<file path="src/rtl/reg_write_arbiter.sv">
// reg_write_arbiter: round-robin arbiter for three register-write requesters
// (ADMA, command and data engines) sharing a single register-bank write port.
// A winner's offset and data are latched and strobed with reg_enb until
// reg_ack arrives. The arbiter then waits for reg_ack to fall before it
// issues the next write.
// Optional feature: define REG_ARB_TIMEOUT_EN to abort a write that sees
// no reg_ack within TIMEOUT_CYCLES cycles and pulse err. With the macro
// undefined, BUSY waits indefinitely and err is tied low.
module reg_write_arbiter #(
  parameter int unsigned TIMEOUT_CYCLES = 16
) (
  input  logic        clk,
  input  logic        rst_n,
  input  logic [2:0]  req,
  input  logic [23:0] req_addr,
  input  logic [47:0] req_data,
  output logic [2:0]  grant,
  output logic [2:0]  done,
  output logic [2:0]  err,
  output logic        reg_enb,
  output logic [7:0]  reg_addr,
  output logic [15:0] reg_data,
  input  logic        reg_ack
);

  localparam logic [1:0] ST_IDLE    = 2'd0;
  localparam logic [1:0] ST_BUSY    = 2'd1;
  localparam logic [1:0] ST_RELEASE = 2'd2;

  if (TIMEOUT_CYCLES < 2 || TIMEOUT_CYCLES > 255) begin : g_bad_timeout
    $error("reg_write_arbiter: TIMEOUT_CYCLES must be in 2..255");
  end

  logic [1:0]  state;
  logic [1:0]  last;      // index of the most recently completed requester
  logic [1:0]  owner;     // index of the requester holding the port
  logic [1:0]  win_idx;
  logic [7:0]  win_addr;
  logic [15:0] win_data;
  logic        timeout_hit;

  // Round-robin pick starting after the last served requester, plus its payload
  always_comb begin
    // NOTE: every always_comb output gets a default first so that no path
    // leaves it unassigned, which would otherwise infer a latch.
    win_idx  = 2'd0;
    win_addr = req_addr[7:0];
    win_data = req_data[15:0];
    case (last)
      2'd0:    win_idx = req[1] ? 2'd1 : (req[2] ? 2'd2 : 2'd0);
      2'd1:    win_idx = req[2] ? 2'd2 : (req[0] ? 2'd0 : 2'd1);
      default: win_idx = req[0] ? 2'd0 : (req[1] ? 2'd1 : 2'd2);
    endcase
    case (win_idx)
      2'd1: begin
        win_addr = req_addr[15:8];
        win_data = req_data[31:16];
      end
      2'd2: begin
        win_addr = req_addr[23:16];
        win_data = req_data[47:32];
      end
      default: ;
    endcase
  end

`ifdef REG_ARB_TIMEOUT_EN
  logic [7:0] tmo_cnt;

  // Timeout counter: zero outside BUSY so it starts cleared on every issue
  always_ff @(posedge clk or negedge rst_n) begin
    if (!rst_n) begin
      tmo_cnt <= '0;
    end else if (state == ST_BUSY) begin
      tmo_cnt <= tmo_cnt + 8'd1;
    end else begin
      tmo_cnt <= '0;
    end
  end

  // The edge that completes the TIMEOUT_CYCLES-th BUSY cycle aborts the write
  assign timeout_hit = (state == ST_BUSY) && (tmo_cnt == 8'(TIMEOUT_CYCLES - 1));

  // Error pulse to the owner on abort; a simultaneous ack takes precedence
  always_ff @(posedge clk or negedge rst_n) begin
    if (!rst_n) begin
      err <= '0;
    end else begin
      err <= '0;
      if (timeout_hit && !reg_ack) begin
        err <= grant;
      end
    end
  end
`else
  assign timeout_hit = 1'b0;
  assign err         = '0;
`endif

  // Arbitration FSM: issue from IDLE, hold in BUSY, wait for ack low in RELEASE
  always_ff @(posedge clk or negedge rst_n) begin
    if (!rst_n) begin
      state    <= ST_IDLE;
      last     <= 2'd2;
      owner    <= 2'd0;
      grant    <= '0;
      done     <= '0;
      reg_enb  <= 1'b0;
      reg_addr <= '0;
      reg_data <= '0;
    end else begin
      // NOTE: state registers use non-blocking assignments so every flop
      // samples pre-edge values regardless of statement order.
      done <= '0;
      case (state)
        ST_IDLE: begin
          if (|req) begin
            owner    <= win_idx;
            grant    <= 3'b001 << win_idx;
            reg_addr <= win_addr;
            reg_data <= win_data;
            reg_enb  <= 1'b1;
            state    <= ST_BUSY;
          end
        end
        ST_BUSY: begin
          if (reg_ack) begin
            done    <= grant;
            grant   <= '0;
            reg_enb <= 1'b0;
            last    <= owner;
            state   <= ST_RELEASE;
          end else if (timeout_hit) begin
            grant   <= '0;
            reg_enb <= 1'b0;
            last    <= owner;
            state   <= ST_RELEASE;
          end
        end
        ST_RELEASE: begin
          if (!reg_ack) begin
            state <= ST_IDLE;
          end
        end
        default: state <= ST_IDLE;
      endcase
    end
  end

endmodule
</file>
<file path="config.mk">
export PLATFORM = sky130hd
export DESIGN_NAME = reg_write_arbiter
export DESIGN_NICKNAME = d
export VERILOG_FILES = /design/src/rtl/reg_write_arbiter.sv
export SDC_FILE = /design/constraint.sdc
export NUM_CORES = 1
export LEC_CHECK = 0
export ABC_CLOCK_PERIOD_IN_PS = 4350
export BUFFER_PORTS_ARGS = -buffer_cell sky130_fd_sc_hd__buf_2
export CAP_MARGIN = 30
export CORE_MARGIN = 3
export CORE_UTILIZATION = 35
export DETAILED_ROUTE_END_ITERATION = 6
export PLACE_DENSITY = 0.65
export SKIP_CTS_REPAIR_TIMING = 1
export SLEW_MARGIN = 10
export SYNTH_ARGS = -nofsm -noshare
export SYNTH_HDL_FRONTEND = slang
export SYNTH_SLANG_ARGS = --single-unit
</file>
<file path="constraint.sdc">
create_clock -name clk -period 4.35 [get_ports clk]
set_input_delay 0.2175 -clock clk [delete_from_list [all_inputs] [get_ports clk]]
set_output_delay 0.2175 -clock clk [all_outputs]
set_load 0.02 [all_outputs]
</file>
# == Word-level counts from Yosys, hierarchy flattened ==
# Cells that the tools add are included.
# totals
reg_bits,37
wordCells,46
# op_classes
n_eq_ne,8
shift,1
mux,21
reduce_logical,8
# op_table
cell,count
16-bit one-hot mux with 2 select lines,1
2-bit two-way mux,8
8-bit one-hot mux with 2 select lines,1
3-bit two-way mux,4
"2-bit by 1-bit == test with 1-bit output, second input constant",3
"2-bit != test, second input constant",3
2-bit one-hot mux with 3 select lines,1
3-bit one-hot mux with 2 select lines,1
3-bit AND reduction,2
"2-bit == test, second input constant",2
2-bit zero test,2
2-bit one-hot mux with 2 select lines,1
2-bit AND reduction,2
1-bit two-way mux,3
3-bit OR reduction,1
"1-bit by 2-bit << shifter with 3-bit output, first input constant",1
1-bit one-hot mux with 2 select lines,1
2-bit nonzero test,1

# == Longest topological paths before layout ==
# depth
depth_word,6
ltp_mapped,9
ltp_nobuf,7

# == Least setup slack after synthesis ==
# OpenSTA, ideal clock, no wires.
# synth_path
path_kind,register to register
startpoint,reg last[1]
endpoint,reg reg_addr[0]
setup_ps,125
arrival_time_ps,1998
required_time_ps,4225
slack_ps,2227
path_stages_with_launch,9
synth_period_minus_slack_ps,2123
path_cell_list,dfstp_2 > nor2b_1 > nand2_1 > o21a_1 > ha_1 > buf_2 > clkbuf_1 > a21oi_1 > mux2_4
# synth_via
elab_chain_cells,4
# synth_lines
item,line,text
"start, declared",35,logic [1:0] last;
"start signal, assigned",131,last <= owner;
"start signal, assigned",136,last <= owner;
2-bit by 1-bit == test with 1-bit output or 2-bit zero test (tied branches),49,case (last)
2-bit one-hot mux with 2 select lines (*),49,
2-bit == test or 2-bit by 1-bit == test with 1-bit output (tied branches),54,case (win_idx)
8-bit one-hot mux with 2 select lines (*),54,
"end signal, assigned",120,reg_addr <= win_addr;
"end, declared",21,"output logic [7:0] reg_addr,"
# Every way passes the cells marked *; elsewhere a longest branch is shown, timed or not.
# A chain may end at the register's enable or synchronous reset.

# == Worst setup path after layout ==
# layout_path
startpoint,reg last[1]
endpoint,reg reg_data[11]
# layout_via
elab_chain_cells,4
# layout_lines
item,line,text
2-bit by 1-bit == test with 1-bit output or 2-bit zero test (tied branches),49,
2-bit one-hot mux with 2 select lines (*),49,
2-bit == test or 2-bit by 1-bit == test with 1-bit output (tied branches),54,
16-bit one-hot mux with 2 select lines (*),54,
"end signal, assigned",121,reg_data <= win_data;
"end, declared",22,"output logic [15:0] reg_data,"
# Marks and branches as above.

==> tab_implementation.tex <==
\begin{tabular}{lr}
\hline
Metric & Value \\
\hline
\multicolumn{2}{l}{\textbf{Critical path}} \\
Endpoint arrival time on the critical path & 2.70 ns \\
Kind of end point of the critical path & flip-flop \\
Critical path data required time & 4.52 ns \\
Setup Crit Path Kind & flip-flop to flip-flop \\
Worst Path Max Fanout & 18 \\
Startpoint Class & flip-flop \\
Largest stage delay on the critical path & $\sim$0.57 ns \\
Slowest CP cell & sky130\_fd\_sc\_hd\_\_dfstp\_2 \\
Cell breakdown of the critical path & nor2b\_1 -> nand2\_1 -> o21a\_1 -> ha\_1 -> buf\_8 -> buf\_4 -> a21oi\_1 -> mux2\_4 \\
\multicolumn{2}{l}{\textbf{Cells and area}} \\
Area growth from synthesis to final layout & 35.47\% \\
Non-filler cells in the finished layout & 374 \\
Nets & around 380 \\
ANT cells & 0 \\
Ratio of cells with drive above 1 in the final layout & 50.33\% \\
\multicolumn{2}{l}{\textbf{Synth}} \\
Number of flip-flops and latches in the synthesized netlist & 37 \\
Top cell type by total area after synthesis & sky130\_fd\_sc\_hd\_\_dfrtp\_1 \\
Most area-consuming cells after synthesis & sky130\_fd\_sc\_hd\_\_dfrtp\_1 (44\%), sky130\_fd\_sc\_hd\_\_mux2\_4 (12\%), sky130\_fd\_sc\_hd\_\_a22oi\_1 (8.7\%) \\
EDFF count, synth & 0 \\
Gate count after technology mapping & 194 \\
Mean instance size in the synthesized netlist & approximately 11 µm² \\
Unique cell type count in the Yosys netlist & 29 \\
Parity-gate share of the synthesized area counting xor and xnor cells & 0\% \\
Post-synth top flop & sky130\_fd\_sc\_hd\_\_dfrtp\_1 \\
Main combinational cell family by area after synthesis & compound AO/OA/AOI/OAI gates \\
Complex-gate fraction of the synthesized area & 19.46\% \\
Share of the yosys chip area belonging to registers & around 45\% \\
Area fraction of the dominant cell type after synthesis & 43.50\% \\
Fraction of synthesis flops using an asynchronous set or reset pin & 100.0\% \\
Multiplexer share of the synthesized area & 17.22\% \\
Number of warnings reported in the yosys synthesis log & 0 \\
Simple-gate portion of the synthesized area & a little over a tenth \\
Cell area after synthesis & 2071 µm² \\
Adder-cell area share of the yosys netlist & about 1.8\% \\
\multicolumn{2}{l}{\textbf{Route}} \\
Total vias in the final route & 1839 \\
Initial DRT Pass Iterations & 4 \\
WL final & approximately 5300 µm \\
Average via count per standard cell & 4.917 \\
Remaining routing DRC violations & 0 \\
ANT nets after route & 0 \\
Number of DRC violations after detailed-routing iteration 0 & 67 \\
Post-detailed-route wirelength per cell & approximately 14 µm \\
\multicolumn{2}{l}{\textbf{Die}} \\
Core Box Area & 5608 µm² \\
Initial core utilization & between 30\% and 40\% \\
\# rows & 27 \\
Chip Width & about 83 µm \\
Die height & 82.92 µm \\
Top Ports & 112 \\
Area enclosed by the die boundary & 6876 µm² \\
\multicolumn{2}{l}{\textbf{GRT}} \\
Gr usage total & 15.54\% \\
Wire length of the first global-routing pass & slightly below 9000 µm \\
Vias in the first global route & 1813 \\
Remaining global-route overflow & 0 \\
Maximum number of pins on one net before global-route repair & 38 \\
Antenna violations before repair & 0 \\
\multicolumn{2}{l}{\textbf{Worst hold path}} \\
Type of the tightest min-delay check & input port to flip-flop \\
\multicolumn{2}{l}{\textbf{Clock tree}} \\
Clock buffer count from CTS & 5 \\
Clock transition at path regs & 0.08 ns \\
Clock Tree Root & sky130\_fd\_sc\_hd\_\_clkbuf\_8 \\
Worst skew pair latency & 0.28 ns \\
CTS H-tree depth & 2 \\
TritonCTS clock tree & done \\
Clock Tree Buf Depth & 2 \\
\# clock sinks & 37 \\
\multicolumn{2}{l}{\textbf{Placement}} \\
Port-buffer cells & 108 \\
Gp weighted congestion & 0.8218 \\
Total half-perimeter wirelength after legalization and detailed placement & 3726 µm \\
Number of placed instances with taps included & 361 \\
\multicolumn{2}{l}{\textbf{STA}} \\
Final Hold Violating Endpoints & 0 \\
Worst slew slack as a fraction of its limit & slightly above 60\% \\
Final count of pins violating max slew & 0 \\
Final setup vio count & 0 \\
Setup TNS after final layout & 0 ns \\
Final worst clock skew & 0.006025 ns \\
Period utilisation layout & 58.19\% \\
FMAX & 395.1 MHz \\
Measured slew at the worst slew-check pin & 0.5752 ns \\
RSZ-0062 raised after global routing & no \\
Crit path time final & 2.531 ns \\
\multicolumn{2}{l}{\textbf{Power and ir drop}} \\
Pwr/cell area & 828.0 nW/µm² \\
Sequential Power Share & 26.6\% \\
Sw frac & 40.82\% \\
Static leakage & around 0.0014 µW \\
Share of power burned in the clock network & 13.4\% \\
Maximum vdd drop & 350.1 µV \\
Logic gate share of total power & 59.9\% \\
Internal power & 1375 µW \\
NetSw & 948.2 µW \\
\multicolumn{2}{l}{\textbf{Job}} \\
Max capacitance violation total & 0 \\
\multicolumn{2}{l}{\textbf{Outcome}} \\
Result of the run & finished clean \\
\hline
\end{tabular}
-- critical path, delay by kind of cell (launching register included) --
kind	cells	cell delay (ns)
adder cells (fa/ha/maj)	1	0.57
buffers and inverters	2	0.44
flip-flops	1	0.57
AO/OA/AOI/OAI	2	0.22
AND/OR/NAND/NOR	2	0.36
multiplexers	1	0.26
-- cell families (layout without fill, tap and decap cells) --
group,count (synthesis),in the layout
compound gates,64,64
buf+inv,20,126
fa+ha+maj,3,3
simple gates,43,43
flops,37,37
other cells,1,3
mux,26,26
-- final cells by class --
class / instances / area [µm²]
fill: 541 / 2803
multi-input combinational: 139 / 1030
sequential: 37 / 927.1
timing repair buffer: 114 / 623.1
tap: 72 / 90.09
clock buffer: 6 / 82.58
clock inverter: 2 / 37.54
inverter: 4 / 15.01
-- stage by stage --
step	instance area, µm²	hold WS, ns	utilization, %	power (µW)	worst slack [ns]
finish	2805	0.1396	50.02	2323	1.819
global route	2805	0.1313	50.02	2506	1.656
CTS	2730	0.06186	48.68	2296	1.555
detailed placement	2610	0.3696	46.54	1969	1.611
global placement	2610	0.3706	46.54	1949	1.729
floorplan	2078	-0.07809	-	1678	2.227
-- layout by cell type, fill, tap and decap left out, drive strengths merged, types with 4 or more instances in the layout --
cell type  count
dfrtp         36
a21oi         28
buf          113
o21ai          6
mux2          26
inv            4
clkbuf         6
nor2          31
a22oi         24
-- power by group through the flow --
stage	clock network (µW)	logic, µW	registers, µW
final	312	1390	619
after global routing	338	1530	643
after CTS	322	1360	619
after detailed placement	0	1350	622
after global placement	0	1330	622
after floorplan	0	901	777
-- metal layers --
metal	vias up	track usage (%)	routed length (µm)
li1	907	-	-
met1	852	19.79	2337
met2	76	26.24	2571
met3	4	3.075	316
met4	0	5.349	56
met5	-	0	0
-- registers in the layout (all words and copies together) (netlist names) --
name,flops
done,3
grant,3
last,2
owner,2
reg_addr,8
reg_data,16
reg_enb,1
state,2
-- final timing paths --
| path | slack (ns) | endpoint | depth (start not counted) | from |
|---|---|---|---|---|
| max | 1.82 | reg_data[11] | 8 | last[1] |
| min | 0.14 | state[0] | 2 | reg_ack |
| max reg2reg | 1.82 | reg_data[11] | 8 | last[1] |
| min reg2reg | 0.51 | reg_data[0] | 1 | reg_data[0] |
| max in group asynchronous | 3.60 | grant[2] | 3 | rst_n |
| min in group asynchronous | 0.33 | reg_data[6] | 2 | rst_n |
-- cells in the mapped netlist, types with 2 or more instances --
master,count
sky130_fd_sc_hd__a21oi_1,28
sky130_fd_sc_hd__a22o_1,3
sky130_fd_sc_hd__a22oi_1,24
sky130_fd_sc_hd__and2_1,3
sky130_fd_sc_hd__buf_2,6
sky130_fd_sc_hd__buf_4,3
sky130_fd_sc_hd__clkbuf_1,5
sky130_fd_sc_hd__dfrtp_1,36
sky130_fd_sc_hd__ha_1,3
sky130_fd_sc_hd__inv_1,4
sky130_fd_sc_hd__mux2_2,9
sky130_fd_sc_hd__mux2_4,17
sky130_fd_sc_hd__nand2b_1,3
sky130_fd_sc_hd__nor2_1,29
sky130_fd_sc_hd__nor2b_1,2
sky130_fd_sc_hd__o21ai_0,6
No activity file was read; power rests on OpenSTA's default activity.
